File: src/rtl/step_pkg.sv
// Phase codes and FSM encoding for the stepper coil-monitoring and drive blocks.
// The decode helper maps a legal coil code onto its position in the forward cycle.
package step_pkg;

    localparam logic [3:0] PH_IDLE = 4'b0000;
    localparam logic [3:0] PH_1    = 4'b0011;
    localparam logic [3:0] PH_2    = 4'b0110;
    localparam logic [3:0] PH_3    = 4'b1100;
    localparam logic [3:0] PH_4    = 4'b1001;

    localparam logic signed [8:0] POS_MAX = 9'sh0ff;
    localparam logic signed [8:0] POS_MIN = 9'sh100;

    typedef enum logic [1:0] {
        ST_IDLE  = 2'd0,
        ST_TRACK = 2'd1,
        ST_ERROR = 2'd2
    } state_t;

    typedef struct packed {
        logic       legal;
        logic [1:0] idx;
    } phase_dec_t;

    function automatic phase_dec_t phase_decode(input logic [3:0] code);
        phase_dec_t d;
        d.legal = 1'b1;
        d.idx   = 2'd0;
        case (code)
            PH_1:    d.idx = 2'd0;
            PH_2:    d.idx = 2'd1;
            PH_3:    d.idx = 2'd2;
            PH_4:    d.idx = 2'd3;
            default: d.legal = 1'b0;
        endcase
        return d;
    endfunction

endpackage

File: src/rtl/phase_filter.sv
// Two-flop synchronizer plus stability filter: strobes accept_o once when a new
// code has been held for STABLE_CYCLES consecutive synchronized samples.
module phase_filter
    import step_pkg::*;
#(
    parameter int unsigned STABLE_CYCLES = 4
) (
    input  logic       clk,
    input  logic       rst,
    input  logic [3:0] phase_i,
    output logic [3:0] code_o,
    output logic       accept_o
);

    localparam logic [7:0] STABLE_CNT = 8'(STABLE_CYCLES);

    logic [3:0] sync1_q, sync2_q;
    logic [3:0] cand_q, cand_d;
    logic [7:0] cnt_q, cnt_d;
    logic [3:0] code_q, code_d;
    logic       accept_q, accept_d;
    logic       counting;

    // NOTE: every variable written here gets a default first, so no path can infer a latch.
    always_comb begin
        cand_d   = cand_q;
        cnt_d    = cnt_q;
        code_d   = code_q;
        accept_d = 1'b0;
        counting = (sync2_q != cand_q) || (cnt_q != STABLE_CNT);

        if (sync2_q != cand_q) begin
            cand_d = sync2_q;
            cnt_d  = 8'd1;
        end else if (cnt_q != STABLE_CNT) begin
            cnt_d = cnt_q + 8'd1;
        end

        // A glitch that returns to the already accepted code must not re-strobe.
        if (counting && cnt_d == STABLE_CNT && cand_d != code_q) begin
            code_d   = cand_d;
            accept_d = 1'b1;
        end
    end

    // NOTE: sequential state uses non-blocking assignments so all flops update together.
    always_ff @(posedge clk) begin
        if (rst) begin
            sync1_q  <= PH_IDLE;
            sync2_q  <= PH_IDLE;
            cand_q   <= PH_IDLE;
            cnt_q    <= '0;
            code_q   <= PH_IDLE;
            accept_q <= 1'b0;
        end else begin
            sync1_q  <= phase_i;
            sync2_q  <= sync1_q;
            cand_q   <= cand_d;
            cnt_q    <= cnt_d;
            code_q   <= code_d;
            accept_q <= accept_d;
        end
    end

    assign code_o   = code_q;
    assign accept_o = accept_q;

endmodule

File: src/rtl/step_phase_monitor.sv
// Stepper coil-phase monitor: tracks signed step position from filtered coil codes,
// flags protocol errors and pulses when a full cut stroke returns to zero.
module step_phase_monitor
    import step_pkg::*;
#(
    parameter int unsigned STABLE_CYCLES = 4,
    parameter int unsigned STROKE_STEPS  = 100
) (
    input  logic       clk,
    input  logic       rst,
    input  logic [3:0] phase_i,
    input  logic       clr_i,
    output logic       step_valid_o,
    output logic       dir_o,
    output logic [8:0] pos_o,
    output logic       stroke_done_o,
    output logic       err_o,
    output logic       idle_o
);

    logic [3:0] acc_code;
    logic       acc_stb;

    phase_filter #(
        .STABLE_CYCLES(STABLE_CYCLES)
    ) u_filter (
        .clk      (clk),
        .rst      (rst),
        .phase_i  (phase_i),
        .code_o   (acc_code),
        .accept_o (acc_stb)
    );

    state_t            state_q, state_d;
    logic [1:0]        cur_q, cur_d;
    logic signed [8:0] pos_q, pos_d;
    logic              dir_q, dir_d;
    logic              step_valid_q, step_valid_d;
    logic              stroke_done_q, stroke_done_d;
    logic              err_q, err_d;
    logic              reached_q, reached_d;

    phase_dec_t dec;
    logic [1:0] delta;
    logic       step_fwd, step_rev;

    always_comb begin
        state_d       = state_q;
        cur_d         = cur_q;
        pos_d         = pos_q;
        dir_d         = dir_q;
        step_valid_d  = 1'b0;
        stroke_done_d = 1'b0;
        err_d         = err_q;
        reached_d     = reached_q;
        step_fwd      = 1'b0;
        step_rev      = 1'b0;
        dec           = phase_decode(acc_code);
        delta         = dec.idx - cur_q;

        if (clr_i) begin
            state_d   = ST_IDLE;
            pos_d     = '0;
            err_d     = 1'b0;
            reached_d = 1'b0;
        end else if (acc_stb) begin
            unique case (state_q)
                ST_IDLE: begin
                    if (dec.legal) begin
                        state_d = ST_TRACK;
                        cur_d   = dec.idx;
                    end else if (acc_code != PH_IDLE) begin
                        state_d = ST_ERROR;
                        err_d   = 1'b1;
                    end
                end
                ST_TRACK: begin
                    if (acc_code == PH_IDLE) begin
                        state_d = ST_IDLE;
                    end else if (!dec.legal || delta == 2'd2) begin
                        state_d = ST_ERROR;
                        err_d   = 1'b1;
                    end else begin
                        cur_d    = dec.idx;
                        step_fwd = (delta == 2'd1);
                        step_rev = (delta == 2'd3);
                    end
                end
                default: ;
            endcase
        end

        if (step_fwd || step_rev) begin
            step_valid_d = 1'b1;
            dir_d        = step_fwd;
            if (step_fwd && pos_q != POS_MAX) pos_d = pos_q + 9'sd1;
            if (step_rev && pos_q != POS_MIN) pos_d = pos_q - 9'sd1;
            // A stroke completes on the step that lands on zero after reaching full travel.
            if (pos_d == 9'sd0 && reached_q) begin
                stroke_done_d = 1'b1;
                reached_d     = 1'b0;
            end else if (int'(pos_d) >= int'(STROKE_STEPS) ||
                         int'(pos_d) <= -int'(STROKE_STEPS)) begin
                reached_d = 1'b1;
            end
        end
    end

    always_ff @(posedge clk) begin
        if (rst) begin
            state_q       <= ST_IDLE;
            cur_q         <= 2'd0;
            pos_q         <= '0;
            dir_q         <= 1'b0;
            step_valid_q  <= 1'b0;
            stroke_done_q <= 1'b0;
            err_q         <= 1'b0;
            reached_q     <= 1'b0;
        end else begin
            state_q       <= state_d;
            cur_q         <= cur_d;
            pos_q         <= pos_d;
            dir_q         <= dir_d;
            step_valid_q  <= step_valid_d;
            stroke_done_q <= stroke_done_d;
            err_q         <= err_d;
            reached_q     <= reached_d;
        end
    end

    assign step_valid_o  = step_valid_q;
    assign dir_o         = dir_q;
    assign pos_o         = pos_q;
    assign stroke_done_o = stroke_done_q;
    assign err_o         = err_q;
    assign idle_o        = (acc_code == PH_IDLE);

endmodule

File: config.mk
export PLATFORM = sky130hd
export DESIGN_NAME = step_phase_monitor
export DESIGN_NICKNAME = d
export VERILOG_FILES = /design/src/rtl/step_pkg.sv /design/src/rtl/phase_filter.sv /design/src/rtl/step_phase_monitor.sv
export SDC_FILE = /design/constraint.sdc
export NUM_CORES = 1
export LEC_CHECK = 0
export CAP_MARGIN = 20
export CORE_MARGIN = 8
export CORE_UTILIZATION = 40
export DETAILED_ROUTE_END_ITERATION = 10
export PLACE_DENSITY = 0.69
export SLEW_MARGIN = 20
export SYNTH_ARGS = -nofsm -noshare
export SYNTH_HDL_FRONTEND = slang
export SYNTH_SLANG_ARGS = --single-unit
File: constraint.sdc
create_clock -name clk -period 11.1 [get_ports clk]
set_input_delay 1.665 -clock clk [delete_from_list [all_inputs] [get_ports clk]]
set_output_delay 1.665 -clock clk [all_outputs]
set_load 0.005 [all_outputs]
-- Yosys cells after proc, flatten, opt, wreduce, memory -nomap -nowiden
Cells that the tools add are included.
Widths: inputs -> output; s select.
- register bits after elaboration: 43
- bits of input ports: 7
- bitwise gates (word level): 2
- $lt $le $gt $ge: 2
- mux-type cells: 41
- add/subtract/negate cells: 4
- reductions and logical operators: 21
- eq/ne operators: 22
- operators with widths (operator ; count):
    $mux 9 ; 5
    $mux 1 ; 22
    $ne 9x9->1 const B ; 2
    $mux 8 ; 2
    $mux 2 ; 7
    $ne 2x2->1 const B ; 6
    $reduce_and 6->1 ; 2
    $add 9x2->9 const B ; 1
    $ge 9x8->1 const B ; 1
    $le 9x8->1 const B ; 1
    $logic_not 9->1 ; 1
    $sub 9x2->9 const B ; 1
    $add 8x1->8 const B ; 1
    $eq 4x4->1 const B ; 2
    $eq 8x3->1 const B ; 1
    $ne 4x4->1 ; 2
    $ne 8x3->1 const B ; 1
    $pmux 2 s2 ; 2
    $ne 3x3->1 const B ; 2
    $pmux 2 s3 ; 1
    $logic_and 1x1->1 ; 5
    $eq 2x1->1 const B ; 2
    $eq 2x2->1 const B ; 2
    $eq 4x2->1 const B ; 1
    other kinds (14) ; 19

-- Longest topological paths before layout
Gate-level depths: netlist of run 1.
- word-level depth: 19
- gate-level depth with buffers: 15
- mapped depth without buffers: 12

-- Modules after synthesis
A second synthesis of run 1 with hierarchy kept.
- cell total of the unflattened synthesis: 281
- area, all modules: 2407.3 um^2
- modules (own cells, without submodules) (module ; cells an instance ; area each (um^2) ; times used):
    step_phase_monitor ; 178 ; 1390.1 ; 1
    phase_filter ; 103 ; 1017.2 ; 1

-- Worst setup path after synthesis of run 1
Ideal clock, no wire load.
- kind: input-to-reg
- start: input clr_i
- end: register reached_q
- slack: 6.927 ns
- arrival time: 4.056 ns
- buffers on the path: 2
- library setup time: 0.116 ns
- required time: 10.984 ns
- cell stages on the path: 10
- path through: or3_1 > or3_1 > buf_6 > or3_4 > buf_6 > nand2_4 > o22ai_2 > or4b_1 > a221o_1 > o211a_1
- longest elaborated chain between the ends: 10
- elaborated cells on any way between the ends: 18
- classes of those cells: order compare: 2; mux: 10; reduce/logical: 6
- RTL lines (element ; line ; source):
    start: declaration ; step_phase_monitor.sv:12 ; input logic clr_i,
    $mux 1 ; step_phase_monitor.sv:61 ; if (clr_i) begin
    $logic_and 1x1->1 ; step_phase_monitor.sv:96 ; if (step_fwd && pos_q != POS_MAX) pos_d = pos_q + 9'sd1;
    $mux 9 ; step_phase_monitor.sv:96 ;
    $mux 9 ; step_phase_monitor.sv:97 ; if (step_rev && pos_q != POS_MIN) pos_d = pos_q - 9'sd1;
    $mux 9 ; step_phase_monitor.sv:93 ; if (step_fwd || step_rev) begin
    $ge 9x8->1 / $le 9x8->1 (equally long branches) ; step_phase_monitor.sv:102, step_phase_monitor.sv:103 ;
    $logic_or 1x1->1 ; step_phase_monitor.sv:102 ; end else if (int'(pos_d) >= int'(STROKE_STEPS) ||
    $mux 1 ; step_phase_monitor.sv:102 ;
    $mux 1 ; step_phase_monitor.sv:99 ; if (pos_d == 9'sd0 && reached_q) begin
    $mux 1 * ; step_phase_monitor.sv:93 ;
    end signal: assignment ; step_phase_monitor.sv:127 ; reached_q <= reached_d;
    end: declaration ; step_phase_monitor.sv:41 ; logic reached_q, reached_d;
Mark *: on every way between the ends. The rest lies on a longest branch, timed or not. The select of a mux whose other input is x is not followed.
A chain may end at the register's enable or synchronous reset.

-- Worst setup path after layout of run 1
Ends and elaborated chain as after synthesis.

==> results of run 1 <==
[cells by family (layout without fill, tap and decap cells)]
family                     after synthesis  after routing  synth area share
and+or+nand+nor                        128            128             0.306
AOI/OAI and AO/OA                       44             44             0.138
DFF                                     43             43             0.371
xor gates and xnor gates                18             18            0.0680
buffers and inverters                   16             37            0.0496
muxes                                    8              8            0.0351
adders and majority gates                6              6            0.0324
[power breakdown]
| part | internal (mW) | switching (mW) |
|---|---|---|
| combinational | 0.00707 | 0.00843 |
| sequential | 0.157 | 0.00215 |
| clock | 0.0440 | 0.0510 |
| total | 0.208 | 0.0616 |
[worst max-delay path by stage]
stage,start,endpoint,slack (ns),depth (start not counted)
floorplan,clr_i,reached_q$_SDFF_PP0_,6.93,10
global placement,clr_i,reached_q$_SDFF_PP0_,6.14,9
detailed placement,clr_i,reached_q$_SDFF_PP0_,6.06,9
CTS,clr_i,reached_q$_SDFF_PP0_,6.38,9
global route,clr_i,reached_q$_SDFF_PP0_,6.16,9
finish,clr_i,reached_q$_SDFF_PP0_,6.34,9
[placed cells by master (no fill, tap or decap), drive strengths merged, types with 3 or more instances in the layout]
cell,n
and2,4
xnor2,12
clkdlybuf4s50,20
nor2b,14
nor3,12
and3,5
clkbuf,6
mux2i,7
ha,6
nand2b,5
o21ai,7
a21oi,10
nand2,13
nor4,5
nand3,11
dfxtp,43
or3,4
a221o,3
inv,8
nor2,42
xor2,6
a211oi,5
nand4,4
[through the flow]
stage	util	cell area (sq um)	hold WS [ns]	instances
floorplan	-	2320	0.414	263
global placement	0.457	2530	0.419	348
detailed placement	0.457	2530	0.429	348
CTS	0.472	2620	0.448	356
global route	0.472	2620	0.465	356
finish	0.472	2620	0.443	356
[worst max-delay path, delay by kind of cell]
kind	cells	cell delay (ns)
and+or+nand+nor	4	1.83
AOI/OAI and AO/OA	4	0.80
buffers and inverters	1	0.64
[per-layer routing]
| metal | track usage | part of all wire |
|---|---|---|
| met5 | 0 | 0 |
| met1 | 0.135 | 0.44 |
| met4 | 0.0416 | 0.0071 |
| met2 | 0.198 | 0.48 |
| met3 | 0.0367 | 0.065 |
[layout make-up]
type / count / share of cell area
well taps: 72 / 0.0344
clock buffers: 6 / 0.0277
multi-input cells: 204 / 0.513
flip-flops and latches: 43 / 0.329
repair buffers: 21 / 0.0793
inverters: 8 / 0.0115
clock inverters: 2 / 0.00478
[flip-flops by register name, summed over array words and instances (netlist names), 2 cells and up]
| register | count |
|---|---|
| cur_q | 2 |
| u_filter.code_o | 4 |
| pos_o | 9 |
| u_filter.sync1_q | 4 |
| u_filter.cand_q | 4 |
| u_filter.cnt_q | 8 |
| u_filter.sync2_q | 4 |
| state_q | 2 |
==> impl_metrics.py, run 1 <==
metrics = {
    "run_status": {
        "status": "complete, no violations",
    },
    "sta": {
        "tightest_slew_ns": 0.654,
        "min_period_ns": 4.76,
        "slew_violations": 0,
        "finalSetupViolCount": 0,
        "relSlewSlack": 0.560,
        "rsz0062_at_grt": "false",
        "min_period_over_period": 0.429,
        "tns_ns": 0,
        "max_freq_mhz": 210,
        "skew_ns": 0.00579,
        "hold_viol_final": 0,
        "fin_ws_ns": 6.34,
    },
    "drt": {
        "drc": 0,
        "wirelength_microns": 4770,
        "dr.pass1.iters": 4,
        "viasPerCell": 5.40,
        "wl_per_cell_microns": 13.4,
        "vias": 1923,
        "drt_iter0_markers": 140,
        "ant_nets": 0,
    },
    "synth": {
        "synth_commonest_cells": "43 x dfxtp_1, 42 x nor2_1, 13 x nor2b_1",
        "synth.most_common_cell": "dfxtp_1",
        "ys_async_sr_fraction": 0,
        "seq_area_frac_synth": 0.371,
        "syn_area_sq_um": 2320,
        "yosysTopAreaCellShare": 0.371,
        "syn_avg_cell_area_sq_um": 8.82,
        "synth_edf_count": 0,
        "synth_largest_area_cell": "dfxtp_1",
        "syn_nets": 276,
        "yosys-top-cells-area": "dfxtp_1 37%, nor2_1 6.8%, xnor2_1 4.5%",
        "yosysWarnings": 0,
        "ys_seq_elements": 43,
        "synth_cell_type_count": 61,
        "synth_ff_type": "dfxtp_1",
        "synth_cells": 263,
    },
    "die": {
        "fp.coreArea_sq_um": 5540,
        "die-area_sq_um": 8490,
        "boundaryPins": 21,
        "row_count": 27,
        "fp.dieW_microns": 92.2,
        "start_util": 0.419,
        "fp.dieH_microns": 92.2,
    },
    "critical_path": {
        "r2r_cells": 12,
        "crit-reg2reg-capture": "reached_q$_SDFF_PP0_",
        "crit_path_max_fanout": 12,
        "path_class": "input port to flip-flop",
        "reg2reg_setup_slack_ns": 7.16,
        "r2r_start": "u_filter.code_o[2]$_SDFFE_PP0P_",
        "cp_slowest_stage_delay_ns": 0.64,
        "cpMaxStageDelayCell": "clkdlybuf4s50_1",
        "cp.required_ns": 11.29,
        "worstSetupEndpointType": "flip-flop",
        "crit_chain": "clkdlybuf4s50_1 -> or3_1 -> nor3_1 -> nand2_1 -> o21ai_0 -> o21ai_1 -> or4b_1 -> a221o_1 -> o211a_1",
        "cp.arrival_ns": 4.95,
        "worstSetupStartpointType": "input port",
    },
    "worst_hold_path": {
        "whs_path_depth": 1,
        "min_from": "u_filter.sync1_q[1]$_SDFF_PP0_",
        "worstHoldEndpoint": "u_filter.sync2_q[1]$_SDFF_PP0_",
        "hp-class": "flip-flop to flip-flop",
    },
    "place": {
        "port_buffers": 20,
        "gp_congestion": 0.956,
        "dp_hpwl_microns": 3620,
        "preCtsSetupSlack_ns": 6.06,
    },
    "grt": {
        "grt_pass1_vias": 1831,
        "grt_max_degree": 22,
        "antenna_found_initial": 0,
        "grt_pass1_wl_microns": 8300,
        "grt_overflow_total": 0,
        "grt_use_total": 0.117,
    },
    "layout": {
        "area_growth_syn_to_layout_pct": 12.8,
        "fill_cells": 544,
        "fin_nets": 296,
        "multi_input_area_sq_um": 1340,
        "drive_gt1_frac": 0.0845,
        "diodes": 0,
        "register_area_sq_um": 861,
    },
    "clock_tree": {
        "cts_resized": 0,
        "clkLatencyLatePin_ns": 0.29,
        "cts_tree": "built",
        "cts_root_buffer": "clkbuf_8",
        "ctsHoldBuffers": 0,
        "postCtsSetupBuffers": 0,
        "cts_made_buffers": 5,
        "htreeDepth": 2,
        "numClockSinks": 43,
        "clockBufferDepth": 2,
        "clk_pin_slew_ns": 0.08,
    },
    "pwr": {
        "power.total_uw": 269,
        "power.density_nw_per_um2": 103,
        "p_leak_nw": 0.959,
        "vdd_drop_max_mv": 0.0738,
    },
    "flow_run": {
        "max_cap_violations": 0,
    },
}
No activity file was read; power rests on OpenSTA's default activity.
==> run 2: changes to the inputs <==
Clock period 11.1 ns to 4.4 ns, I/O delays scaled along.
==> run 2 against run 1 <==
Effect of this change: critical path type is now flip-flop to flip-flop; critical endpoint unchanged; non-clock buffer count is 1 higher; clock power grew to 2.5 times the previous value; final cell count stayed put; combinational power grew to 2.6 times the previous value; via count is 0.47% higher; worst setup slack worse by 6.0 ns; total power grew to 2.5 times the previous value; sequential share of layout area is 0.063 points lower; register-to-register slack worse by 6.8 ns.
==> impl_metrics.py, run 2 (synthesis gave the netlist of run 1 again) <==
metrics = {
    "clock_tree": {
        "cts_made_buffers": 5,
        "ctsHoldBuffers": 0,
        "clockBufferDepth": 2,
        "postCtsSetupBuffers": 0,
        "cts_root_buffer": "clkbuf_8",
        "clk_pin_slew_ns": 0.08,
        "numClockSinks": 43,
        "cts_resized": 0,
        "clkLatencyLatePin_ns": 0.29,
        "htreeDepth": 2,
        "cts_tree": "built",
    },
    "place": {
        "dp_hpwl_microns": 3650,
        "preCtsSetupSlack_ns": 0.460,
        "place_area_sq_um": 2540,
        "gp_congestion": 0.884,
        "port_buffers": 20,
    },
    "grt": {
        "grt_pass1_vias": 1852,
        "grt_overflow_total": 0,
        "grt_use_total": 0.121,
        "antenna_found_initial": 0,
        "grt_util_met2": 0.200,
        "use_met1": 0.142,
        "grt_max_degree": 20,
        "use_met3": 0.0367,
        "busiest_layer": "met2",
        "grt_pass1_wl_microns": 8600,
    },
    "drt": {
        "dr.pass1.iters": 4,
        "ant_nets": 0,
        "drc": 0,
        "drt_iter0_markers": 116,
        "viasPerCell": 5.43,
        "wl_per_cell_microns": 13.8,
        "wirelength_microns": 4920,
        "vias": 1932,
    },
    "pwr": {
        "p_seq_frac": 0.589,
        "pwr-share-comb": 0.059,
        "power.total_uw": 680,
        "power.clock.fraction": 0.352,
        "switching_share": 0.232,
        "p_switching_uw": 158,
        "power.density_nw_per_um2": 259,
        "vdd_drop_max_mv": 0.220,
        "p_leak_nw": 0.966,
        "internal-power_uw": 522,
    },
    "sta": {
        "min_period_ns": 4.02,
        "slew_violations": 0,
        "hold_viol_final": 0,
        "rsz0062_at_grt": "false",
        "max_freq_mhz": 249,
        "tightest_slew_ns": 0.664,
        "skew_ns": 0.00661,
        "relSlewSlack": 0.556,
        "finalSetupViolCount": 0,
        "min_period_over_period": 0.914,
        "fin_ws_ns": 0.380,
        "tns_ns": 0,
    },
    "die": {
        "row_count": 27,
        "boundaryPins": 21,
        "die-area_sq_um": 8490,
        "fp.coreArea_sq_um": 5540,
        "fp.dieH_microns": 92.2,
        "fp.dieW_microns": 92.2,
        "start_util": 0.419,
    },
    "layout": {
        "drive_gt1_frac": 0.0880,
        "area_growth_syn_to_layout_pct": 13.1,
        "design_area_sq_um": 2620,
        "final_common_cell": "dfxtp_1",
        "most-common-layout-cells": "43 x dfxtp_1, 42 x nor2_1, 20 x clkdlybuf4s50_1",
        "largest_register_ffs": 9,
        "fin_nets": 297,
        "fill_cells": 566,
        "diodes": 0,
    },
    "worst_hold_path": {
        "hp-class": "flip-flop to flip-flop",
    },
    "critical_path": {
        "cp.required_ns": 4.59,
        "path_class": "flip-flop to flip-flop",
        "worstSetupStartpointType": "flip-flop",
        "cp.arrival_ns": 4.21,
        "crit_path_max_fanout": 10,
        "worstSetupEndpointType": "flip-flop",
    },
    "flow_run": {
        "max_cap_violations": 0,
    },
    "run_status": {
        "status": "complete, no violations",
    },
}
-- run 2: critical path, stage by stage (launching register included) --
cell and delay (ns):
dfxtp_1 0.45, and2b_2 0.24, a32oi_1 0.21, ha_1 0.29, nand2b_1 0.15, or3_1 0.32
or3_1 0.47, nor3_4 0.46, a221oi_1 0.09, o22ai_1 0.27, or4b_1 0.48, a221o_1 0.35
o211a_1 0.13
-- run 2: cell type report --
cell class,count,area (sq um),share of cell area
clock inverter,2,13.8,0.00525
clock buffer,5,68.8,0.0262
timing repair buffer,22,215,0.0821
sequential,43,861,0.328
tap,72,90.1,0.0344
inverter,8,30.0,0.0115
multi-input combinational,204,1340,0.512
-- run 2: stage by stage --
stage                      util  cells  hold slack [ns]
after floorplan               -    263            0.414
after global placement    0.458    349            0.417
after detailed placement  0.458    349            0.425
after CTS                 0.473    356            0.445
after global routing      0.473    356            0.453
final                     0.473    356            0.441
-- run 2: path summary, 6_finish.rpt --
check | to | from | depth (start not counted) | slack (ns)
max | reached_q$_SDFF_PP0_ | u_filter.code_o[2]$_SDFFE_PP0P_ | 12 | 0.38
min | u_filter.sync2_q[3]$_SDFF_PP0_ | u_filter.sync1_q[3]$_SDFF_PP0_ | 1 | 0.44
max reg2reg | reached_q$_SDFF_PP0_ | u_filter.code_o[2]$_SDFFE_PP0P_ | 12 | 0.38
min reg2reg | u_filter.sync2_q[3]$_SDFF_PP0_ | u_filter.sync1_q[3]$_SDFF_PP0_ | 1 | 0.44
-- run 2: power by group through the flow --
stage / clock [mW] / sequential (mW) / combinational, mW
after detailed placement: 0 / 0.410 / 0.0403
after floorplan: 0 / 0.409 / 0.0276
after global routing: 0.267 / 0.401 / 0.0456
final: 0.239 / 0.401 / 0.0402
after CTS: 0.251 / 0.401 / 0.0406
after global placement: 0 / 0.409 / 0.0398
-- run 2: routing by layer --
| metal | vias up | part of all wire |
|---|---|---|
| met1 | 890 | 0.46 |
| met5 | - | 0 |
| met4 | 0 | 0.025 |
| li1 | 976 | - |
| met3 | 14 | 0.058 |
| met2 | 52 | 0.46 |
